## src/rtl/passcode_lock.sv

```systemverilog
// ---------------------------------------------------------------------------
// passcode_lock
//
// Passcode entry and verify engine. The user programs a code of DIGITS
// digits (each 0..MAX_VAL) and can later key in a candidate for checking.
// A matching check shows pass for HOLD_CYCLES cycles. A mismatching check
// shows fail for HOLD_CYCLES cycles. After MAX_TRIES consecutive mismatches
// the lock enters LOCKOUT for LOCK_CYCLES cycles. The stored code never
// leaves this module; digits_out only shows the entry buffer being edited.
//
// All command inputs are single-cycle pulses from the debounce/edge-detect
// front end. Every output is a register, so a pulse sampled at edge N
// becomes visible right after edge N.
//
// Ports
//   clk         system clock
//   rst         asynchronous, active-high reset
//   set_req     pulse: start programming a new code (IDLE only)
//   enter_req   pulse: start keying a code for checking (IDLE, code stored)
//   abort       pulse: leave SET/ENTER without effect
//   next        pulse: move the cursor to the next digit (wraps)
//   up          pulse: increment the digit at the cursor (wraps)
//   down        pulse: decrement the digit at the cursor (wraps)
//   commit      pulse: store the code (SET) or check it (ENTER)
//   digits_out  entry buffer, digit 0 in the LSBs
//   cursor      index of the selected digit
//   state       0 IDLE, 1 SET, 2 ENTER, 3 RESULT, 4 LOCKOUT
//   code_valid  a code has been stored since reset
//   pass        high throughout RESULT after a matching check
//   fail        high throughout RESULT/LOCKOUT after a mismatching check
//   locked      high in LOCKOUT
//   tries_left  checks remaining before lockout
// ---------------------------------------------------------------------------
module passcode_lock #(
  parameter int DIGITS      = 4,
  parameter int MAX_VAL     = 9,
  parameter int MAX_TRIES   = 3,
  parameter int HOLD_CYCLES = 100000000,
  parameter int LOCK_CYCLES = 500000000,
  localparam int DW  = (MAX_VAL > 0) ? $clog2(MAX_VAL + 1) : 1,
  localparam int CW  = (DIGITS > 1) ? $clog2(DIGITS) : 1,
  localparam int TRW = $clog2(MAX_TRIES + 1)
) (
  input  logic                 clk,
  input  logic                 rst,
  input  logic                 set_req,
  input  logic                 enter_req,
  input  logic                 abort,
  input  logic                 next,
  input  logic                 up,
  input  logic                 down,
  input  logic                 commit,
  output logic [DIGITS*DW-1:0] digits_out,
  output logic [CW-1:0]        cursor,
  output logic [2:0]           state,
  output logic                 code_valid,
  output logic                 pass,
  output logic                 fail,
  output logic                 locked,
  output logic [TRW-1:0]       tries_left
);

  // State encodings
  localparam logic [2:0] ST_IDLE    = 3'd0;
  localparam logic [2:0] ST_SET     = 3'd1;
  localparam logic [2:0] ST_ENTER   = 3'd2;
  localparam logic [2:0] ST_RESULT  = 3'd3;
  localparam logic [2:0] ST_LOCKOUT = 3'd4;

  // The single dwell timer serves both RESULT and LOCKOUT. It counts down
  // from the dwell length minus one, so it must hold the larger of the two.
  localparam int TMAX = (HOLD_CYCLES > LOCK_CYCLES) ? HOLD_CYCLES : LOCK_CYCLES;
  localparam int TW   = (TMAX > 1) ? $clog2(TMAX) : 1;

  localparam logic [TW-1:0]  HOLD_LOAD  = TW'(HOLD_CYCLES - 1);
  localparam logic [TW-1:0]  LOCK_LOAD  = TW'(LOCK_CYCLES - 1);
  localparam logic [TW-1:0]  TIMER_ONE  = TW'(1);
  localparam logic [DW-1:0]  DIGIT_MAX  = DW'(MAX_VAL);
  localparam logic [DW-1:0]  DIGIT_ONE  = DW'(1);
  localparam logic [CW-1:0]  CURSOR_MAX = CW'(DIGITS - 1);
  localparam logic [CW-1:0]  CURSOR_ONE = CW'(1);
  localparam logic [TRW-1:0] TRIES_FULL = TRW'(MAX_TRIES);
  localparam logic [TRW-1:0] TRIES_ONE  = TRW'(1);

  // Registered state
  logic [2:0]                 state_q,      state_d;
  logic [DIGITS-1:0][DW-1:0]  entry_q,      entry_d;
  logic [DIGITS-1:0][DW-1:0]  stored_q,     stored_d;
  logic [CW-1:0]              cursor_q,     cursor_d;
  logic                       code_valid_q, code_valid_d;
  logic                       pass_q,       pass_d;
  logic                       fail_q,       fail_d;
  logic                       locked_q,     locked_d;
  logic [TRW-1:0]             tries_q,      tries_d;
  logic [TW-1:0]              timer_q,      timer_d;

  // Edit-command arbitration
  logic cmd_abort;
  logic cmd_next;
  logic cmd_up;
  logic cmd_down;
  logic cmd_commit;

  // Datapath helpers
  logic [DW-1:0] cur_digit;
  logic [DW-1:0] digit_inc;
  logic [DW-1:0] digit_dec;
  logic [CW-1:0] cursor_inc;
  logic          code_match;

  // Only one edit command is honoured per cycle. The highest-priority
  // pulse wins and the others in the same cycle are dropped, so that a
  // bounce on two buttons can never apply two edits at once.
  always_comb begin
    cmd_abort  = abort;
    cmd_next   = !abort && next;
    cmd_up     = !abort && !next && up;
    cmd_down   = !abort && !next && !up && down;
    cmd_commit = !abort && !next && !up && !down && commit;
  end

  // Wrap-around arithmetic on the selected digit and the cursor. The
  // digit range 0..MAX_VAL usually does not fill its bit width, so the
  // wraps are explicit compares and not natural overflow.
  always_comb begin
    cur_digit  = entry_q[cursor_q];
    digit_inc  = (cur_digit >= DIGIT_MAX) ? '0 : cur_digit + DIGIT_ONE;
    digit_dec  = (cur_digit == '0) ? DIGIT_MAX : cur_digit - DIGIT_ONE;
    cursor_inc = (cursor_q >= CURSOR_MAX) ? '0 : cursor_q + CURSOR_ONE;
    code_match = (entry_q == stored_q);
  end

  // Next-state logic. Every register gets a hold default first. Each state
  // then overrides only what it changes.
  always_comb begin
    state_d      = state_q;
    entry_d      = entry_q;
    stored_d     = stored_q;
    cursor_d     = cursor_q;
    code_valid_d = code_valid_q;
    pass_d       = pass_q;
    fail_d       = fail_q;
    locked_d     = locked_q;
    tries_d      = tries_q;
    timer_d      = timer_q;

    case (state_q)
      ST_IDLE: begin
        if (set_req) begin
          state_d  = ST_SET;
          entry_d  = '0;
          cursor_d = '0;
        end else if (enter_req && code_valid_q) begin
          state_d  = ST_ENTER;
          entry_d  = '0;
          cursor_d = '0;
        end
      end

      ST_SET, ST_ENTER: begin
        if (cmd_abort) begin
          state_d  = ST_IDLE;
          entry_d  = '0;
          cursor_d = '0;
        end else if (cmd_next) begin
          cursor_d = cursor_inc;
        end else if (cmd_up) begin
          entry_d[cursor_q] = digit_inc;
        end else if (cmd_down) begin
          entry_d[cursor_q] = digit_dec;
        end else if (cmd_commit) begin
          entry_d  = '0;
          cursor_d = '0;
          if (state_q == ST_SET) begin
            // A newly programmed code also forgives earlier failures.
            stored_d     = entry_q;
            code_valid_d = 1'b1;
            tries_d      = TRIES_FULL;
            state_d      = ST_IDLE;
          end else if (code_match) begin
            pass_d  = 1'b1;
            tries_d = TRIES_FULL;
            timer_d = HOLD_LOAD;
            state_d = ST_RESULT;
          end else if (tries_q > TRIES_ONE) begin
            fail_d  = 1'b1;
            tries_d = tries_q - TRIES_ONE;
            timer_d = HOLD_LOAD;
            state_d = ST_RESULT;
          end else begin
            // This mismatch uses up the last try.
            fail_d   = 1'b1;
            locked_d = 1'b1;
            tries_d  = '0;
            timer_d  = LOCK_LOAD;
            state_d  = ST_LOCKOUT;
          end
        end
      end

      ST_RESULT: begin
        // The exit happens in the cycle the timer already reads zero. With
        // a load of HOLD_CYCLES-1, the dwell is exactly HOLD_CYCLES.
        if (timer_q == '0) begin
          pass_d  = 1'b0;
          fail_d  = 1'b0;
          state_d = ST_IDLE;
        end else begin
          timer_d = timer_q - TIMER_ONE;
        end
      end

      ST_LOCKOUT: begin
        if (timer_q == '0) begin
          fail_d   = 1'b0;
          locked_d = 1'b0;
          tries_d  = TRIES_FULL;
          state_d  = ST_IDLE;
        end else begin
          timer_d = timer_q - TIMER_ONE;
        end
      end

      default: begin
        // Recovery from a corrupted state register. The stored code and
        // the failure count stay as they are. Transient indications are
        // dropped.
        state_d  = ST_IDLE;
        entry_d  = '0;
        cursor_d = '0;
        pass_d   = 1'b0;
        fail_d   = 1'b0;
        locked_d = 1'b0;
        timer_d  = '0;
      end
    endcase
  end

  // State register. The reset clears everything, including the stored code.
  always_ff @(posedge clk or posedge rst) begin
    if (rst) begin
      state_q      <= ST_IDLE;
      entry_q      <= '0;
      stored_q     <= '0;
      cursor_q     <= '0;
      code_valid_q <= 1'b0;
      pass_q       <= 1'b0;
      fail_q       <= 1'b0;
      locked_q     <= 1'b0;
      tries_q      <= TRIES_FULL;
      timer_q      <= '0;
    end else begin
      state_q      <= state_d;
      entry_q      <= entry_d;
      stored_q     <= stored_d;
      cursor_q     <= cursor_d;
      code_valid_q <= code_valid_d;
      pass_q       <= pass_d;
      fail_q       <= fail_d;
      locked_q     <= locked_d;
      tries_q      <= tries_d;
      timer_q      <= timer_d;
    end
  end

  assign digits_out = entry_q;
  assign cursor     = cursor_q;
  assign state      = state_q;
  assign code_valid = code_valid_q;
  assign pass       = pass_q;
  assign fail       = fail_q;
  assign locked     = locked_q;
  assign tries_left = tries_q;

endmodule

```

## config.mk

```make
export PLATFORM = sky130hd
export DESIGN_NAME = passcode_lock
export DESIGN_NICKNAME = d
export VERILOG_FILES = /design/src/rtl/passcode_lock.sv
export SDC_FILE = /design/constraint.sdc
export NUM_CORES = 1
export LEC_CHECK = 0
export BUFFER_PORTS_ARGS = -buffer_cell sky130_fd_sc_hd__buf_2
export CAP_MARGIN = 20
export CORE_MARGIN = 4
export CORE_UTILIZATION = 40
export DETAILED_ROUTE_END_ITERATION = 10
export GPL_ROUTABILITY_DRIVEN = 0
export GPL_TIMING_DRIVEN = 0
export SLEW_MARGIN = 20
export SYNTH_ARGS = -nofsm -noshare
export SYNTH_HDL_FRONTEND = slang
export SYNTH_SLANG_ARGS = --single-unit
```

## constraint.sdc

```tcl
create_clock -name clk -period 3.7 [get_ports clk]
set_input_delay 0.925 -clock clk [delete_from_list [all_inputs] [get_ports clk]]
set_output_delay 0.925 -clock clk [all_outputs]
set_load 0.1 [all_outputs]
```

# Word-level counts from Yosys, hierarchy flattened
# Cells that the tools add are included.
# word_totals
register_bits,72
in_bits,9
output_inout_bits,27
word_cells,174
# classes
n_addsub,5
n_lt_le_gt_ge,5
eq_ne,27
mux,83
bitwise,8
n_reduce_logical,30
# op_table
cell,count
29-bit two-way mux,9
16-bit two-way mux,7
29-bit one-hot mux with 3 select lines,1
16-bit one-hot mux with 3 select lines,1
2-bit two-way mux,17
3-bit two-way mux,11
16-bit bitwise mux,2
29-bit logical NOT,1
29-bit by 1-bit subtractor with 29-bit output (second input constant),1
2-bit inequality test (second input constant),12
1-bit two-way mux,23
9-bit AND reduction,2
16-bit equality test,1
4-bit two-way mux,4
3-bit inequality test (second input constant),5
7-bit AND reduction,2
4-bit inequality test (second input constant),3
10-bit AND reduction,1
1-bit logical AND,9
1-bit one-hot mux with 3 select lines,3
3-bit one-hot mux with 3 select lines,1
4-bit binary-select mux with 2-bit select,1
4-bit demux with 2-bit select,1
1-bit NOT,8
25 further kinds,32

# Logic depth before layout (Yosys ltp)
# logic_depth
ltp_word,11
mapped_depth,9

# Least setup slack after synthesis
# Ideal clock, no wire load.
# synth_timing
path_kind,register -> register
from,reg cursor_q[0] (netlist: cursor[0])
to,reg entry_q (netlist bit digits_out[2])
t_arrival_ns,3.241
path_slack_ns,0.390
path_stages_with_launch,10
period_less_slack_ns,3.310
path_cell_list,dfrtp_1 buf_2 mux4_2 inv_1 ha_1 nand2b_1 a21oi_1 a211oi_1 a2111oi_0 a22o_1
# synth_between
elab_chain_len,10
word_cells_on_any_way,20
# synth_rtl
element,line,source
from (decl),89,"logic [CW-1:0] cursor_q, cursor_d;"
from (signal assigned),256,cursor_q <= cursor_d;
4-bit binary-select mux with 2-bit select (tied with other cells),126,cur_digit = entry_q[cursor_q];
4-bit two-way mux (not written as such) / 1-bit logical AND (equally long branches),"126, 168, 170",
4-bit by 1-bit subtractor with 4-bit output (tied with other cells),128,digit_dec = (cur_digit == '0) ? DIGIT_MAX : cur_digit - DIGIT_ONE;
4-bit two-way mux / 4-bit demux with 2-bit select (equally long branches),"128, 168, 170",
16-bit bitwise mux,170,entry_d[cursor_q] = digit_dec;
16-bit two-way mux,169,end else if (cmd_down) begin
16-bit two-way mux (*),167,end else if (cmd_up) begin
16-bit two-way mux (*),165,end else if (cmd_next) begin
16-bit two-way mux (*),161,if (cmd_abort) begin
16-bit one-hot mux with 3 select lines (*),147,case (state_q)
to (signal assigned),254,entry_q <= entry_d;
to (decl),87,"logic [DIGITS-1:0][DW-1:0] entry_q, entry_d;"
# Every way passes the cells marked *; elsewhere a longest branch is shown, timed or not. The select of a mux whose other input is x is not followed.
# A chain may end at the register's enable or synchronous reset.

# Worst setup path after layout
# layout_timing
from,reg cursor_q[0] (netlist: cursor[0])
to,reg entry_q (netlist bit digits_out[6])
# Same word-level chain as after synthesis.

==> summary.txt <==
Outcome
  • Status: completed

Power and ir drop
  • Leakage: 0.002165 uW
  • VDD IR-drop max: 0.4828 mV
  • Power Density: 781.1 mW/mm^2

Final layout
  • Area grow syn2layout: 13.03%
  • Fraction of layout cells with a size suffix above 1: 19.61%
  • Fillers: 1073
  • Multi-input combinational cell area: 0.002509 mm^2
  • Nets: roughly 520
  • Antenna cell count: 0
  • Seq. cell area: 0.001804 mm^2

GRT
  • Pin count of the biggest net entering global routing: 41
  • Initial antenna violation count: 0
  • Total track usage: between 10% and 20%
  • First-pass GRT wire length: 20.29 mm
  • Number of global-route vias before repair: just under 4k
  • GR Overflow Total: 0

Synth
  • Synth Area in XOR/XNOR: 3.523%
  • Mapped Area: 0.004474 mm^2
  • Yosys top cell by area: dfrtp_1
  • Post-Synthesis Cells: between 400 and 500
  • Fraction of registers with async set/reset: 100.0%
  • Post-synth top flop: dfrtp_1
  • Compound-Gate Fraction of Synth Area: 25.67%
  • Number of flops mapped to enable cells by yosys: 0
  • Top cells by area, synth: dfrtp_1 39%, mux2_2 4.3%, xnor2_1 3.5%
  • Largest family of logic cells by synthesized area: compound AO/OA/AOI/OAI gates
  • Sequential area share after synthesis: roughly two fifths
  • Number of synthesized register bits: 72
  • Syn avg cell area: between 9 and 10 um^2
  • Most frequent cell after synthesis: dfrtp_1
  • Synth cell types: 66
  • Post-synth top cells: 70 x dfrtp_1, 32 x nor2_1, 27 x a21oi_1
  • Mux contribution to synthesized area: 6.292%
  • Adder-cell area share of the yosys netlist: 3.020%
  • Synth Area in Simple Gates: between 10% and 20%
  • Post-synth top area share: between 30 and 40%
  • Syn_nets: 478
  • Synth warn: 0

Critical path
  • Reg-to-reg startpoint: cursor[0]$_DFFE_PP0P_
  • CP startpoint kind: flip-flop
  • CP required: 3.99 ns
  • End of the worst register-to-register path: digits_out[6]$_DFFE_PP0P_
  • Worst R2R Path Depth: 9
  • CP arrival: 3.26 ns
  • Max FO, Critical Path: 7
  • CP Class: reg -> reg
  • Reg-to-reg setup timing slack: 0.73 ns
  • Setup crit end kind: flip-flop

STA
  • Worst clock skew: approximately 0.0072 ns
  • Hold Vio Cnt, Final: 0
  • Hold slack final: 0.5114 ns
  • Final min period: approximately 3.0 ns
  • Slew Viols, Final: 0
  • Endpoints failing setup: 0
  • Slew margin rel.: 36.55%
  • Worst-Margin Slew: 0.9431 ns
  • Final setup TNS: 0 ns
  • Fmax: 0.3368 GHz
  • RSZ-0062 raised after global routing: no
  • Final period util: about four fifths
  • Setup ws final: approximately 0.73 ns

Hold path
  • Worst hold start: locked$_DFFE_PP0P_
  • Hold Path End: locked$_DFFE_PP0P_
  • Worst hold path depth: 1
  • Min-Delay Path Class: reg -> reg

Floorplan
  • Die Span Y: 113.8 um
  • Total core area: approximately 0.011 mm^2
  • Die area: 0.01294 mm^2
  • Std-Cell Rows: 38
  • Io pins: 36
  • Die extent in x: 113.8 um
  • Initial core utilization: 41.09%

Routing
  • Detail Route Antenna Nets: 0
  • Vias per cell: 6.162
  • Via Count: ~4k
  • Final WL: 12.35 mm
  • DR DRC count: 0
  • Initial drt markers: 340
  • DR WL/cell: 19.00 um
  • Drt first pass iters: 6

CTS
  • Root Driver: clkbuf_8
  • Clk buf depth: 2
  • Clock Latency Late Sink: roughly 0.35 ns
  • Post-CTS Hold Buffers: 0
  • CTS tree: yes
  • Post-CTS Setup Bufs: 0
  • Clock slew at reported path FFs: 0.08 ns
  • Post-CTS Resized: 0
  • Cts bufs inserted: 9
  • CTS Sinks: 72
  • H-tree levels: 3

Placement
  • Dpl hpwl: between 9 and 10 mm
  • PortBufs: 34
  • DP Worst Slack: 0.3763 ns

Flow run
  • Number of max-cap violations: 0
flip-flops by register name (all words and copies together) (netlist names):
signal / flops
tries_left: 2
code_valid: 1
timer_q: 29
pass: 1
stored_q: 16
state: 3
cursor: 2
digits_out: 16
locked: 1
fail: 1
final cells by class:
cell class | count | share of cell area [%]
plain buffers | 25 | 2.251
clock buffers | 12 | 3.068
clock inverters | 4 | 1.014
inverters | 15 | 1.163
multi-input cells | 347 | 49.60
flip-flops and latches | 72 | 35.68
well taps | 140 | 3.464
repair buffers | 35 | 3.761
critical path: stages (launching register included):
cell,delay (ns)
dfrtp_1,0.42
buf_2,0.26
mux4_2,0.61
inv_1,0.13
ha_1,0.20
nand2b_1,0.08
a21oi_1,0.14
a211oi_1,0.08
a2111oi_1,0.73
a22o_1,0.26
report_power, final:
group	internal (uW)	leakage (uW)	switching [uW]
combinational	650	0.00111	1450
clock	350	0.000103	307
sequential	979	0.000956	216
total	1980	0.00216	1970
cells in the final DEF (no fill, tap or decap), types with 12 or more instances in the layout:
cell type	count
a21oi_1	27
inv_1	14
mux2_2	17
a22o_1	16
nor3_1	20
o21ai_0	14
a31oi_1	13
nand2_1	17
o31ai_1	16
or3_1	12
dfrtp_1	70
buf_2	41
clkbuf_1	16
nor2_1	32
xnor2_1	18
cells by family (layout without fill, tap and decap cells):
group | count (synthesis) | after routing
simple gates | 142 | 142
fa+ha+maj | 11 | 11
flops | 72 | 72
compound gates | 155 | 155
xor+xnor | 18 | 18
buf+inv | 40 | 91
mux | 21 | 21
worst max path at each step:
stage,to,depth (start not counted),slack [ns],from
floorplan,digits_out[2]$_DFFE_PP0P_,9,0.39,cursor[0]$_DFFE_PP0P_
global placement,state[2]$_DFFE_PP0P_,2,0.02,rst
detailed placement,stored_q[14]$_DFFE_PP0P_,6,0.38,up
CTS,digits_out[10]$_DFFE_PP0P_,9,0.68,cursor[0]$_DFFE_PP0P_
global route,digits_out[2]$_DFFE_PP0P_,9,0.48,cursor[0]$_DFFE_PP0P_
finish,digits_out[6]$_DFFE_PP0P_,9,0.73,cursor[0]$_DFFE_PP0P_
through the flow:
step                std cells  cell area [um^2]  power [uW]  util [%]
finish                    650              5057        3950     46.45
CTS                       650              5057        3938     46.45
detailed placement        634              4851        3267     44.55
global route              650              5057        4209     46.45
floorplan                 459              4474        2752         -
global placement          633              4820        3224     44.27
routing by layer:
metal	track usage, %	vias to the layer above	wire, um
met5	0	-	0
met4	5.449	0	217
met3	4.562	18	811
met2	30.51	146	5630
met1	27.17	1954	5689
li1	-	1887	-
(Power assumes the default switching activity.)
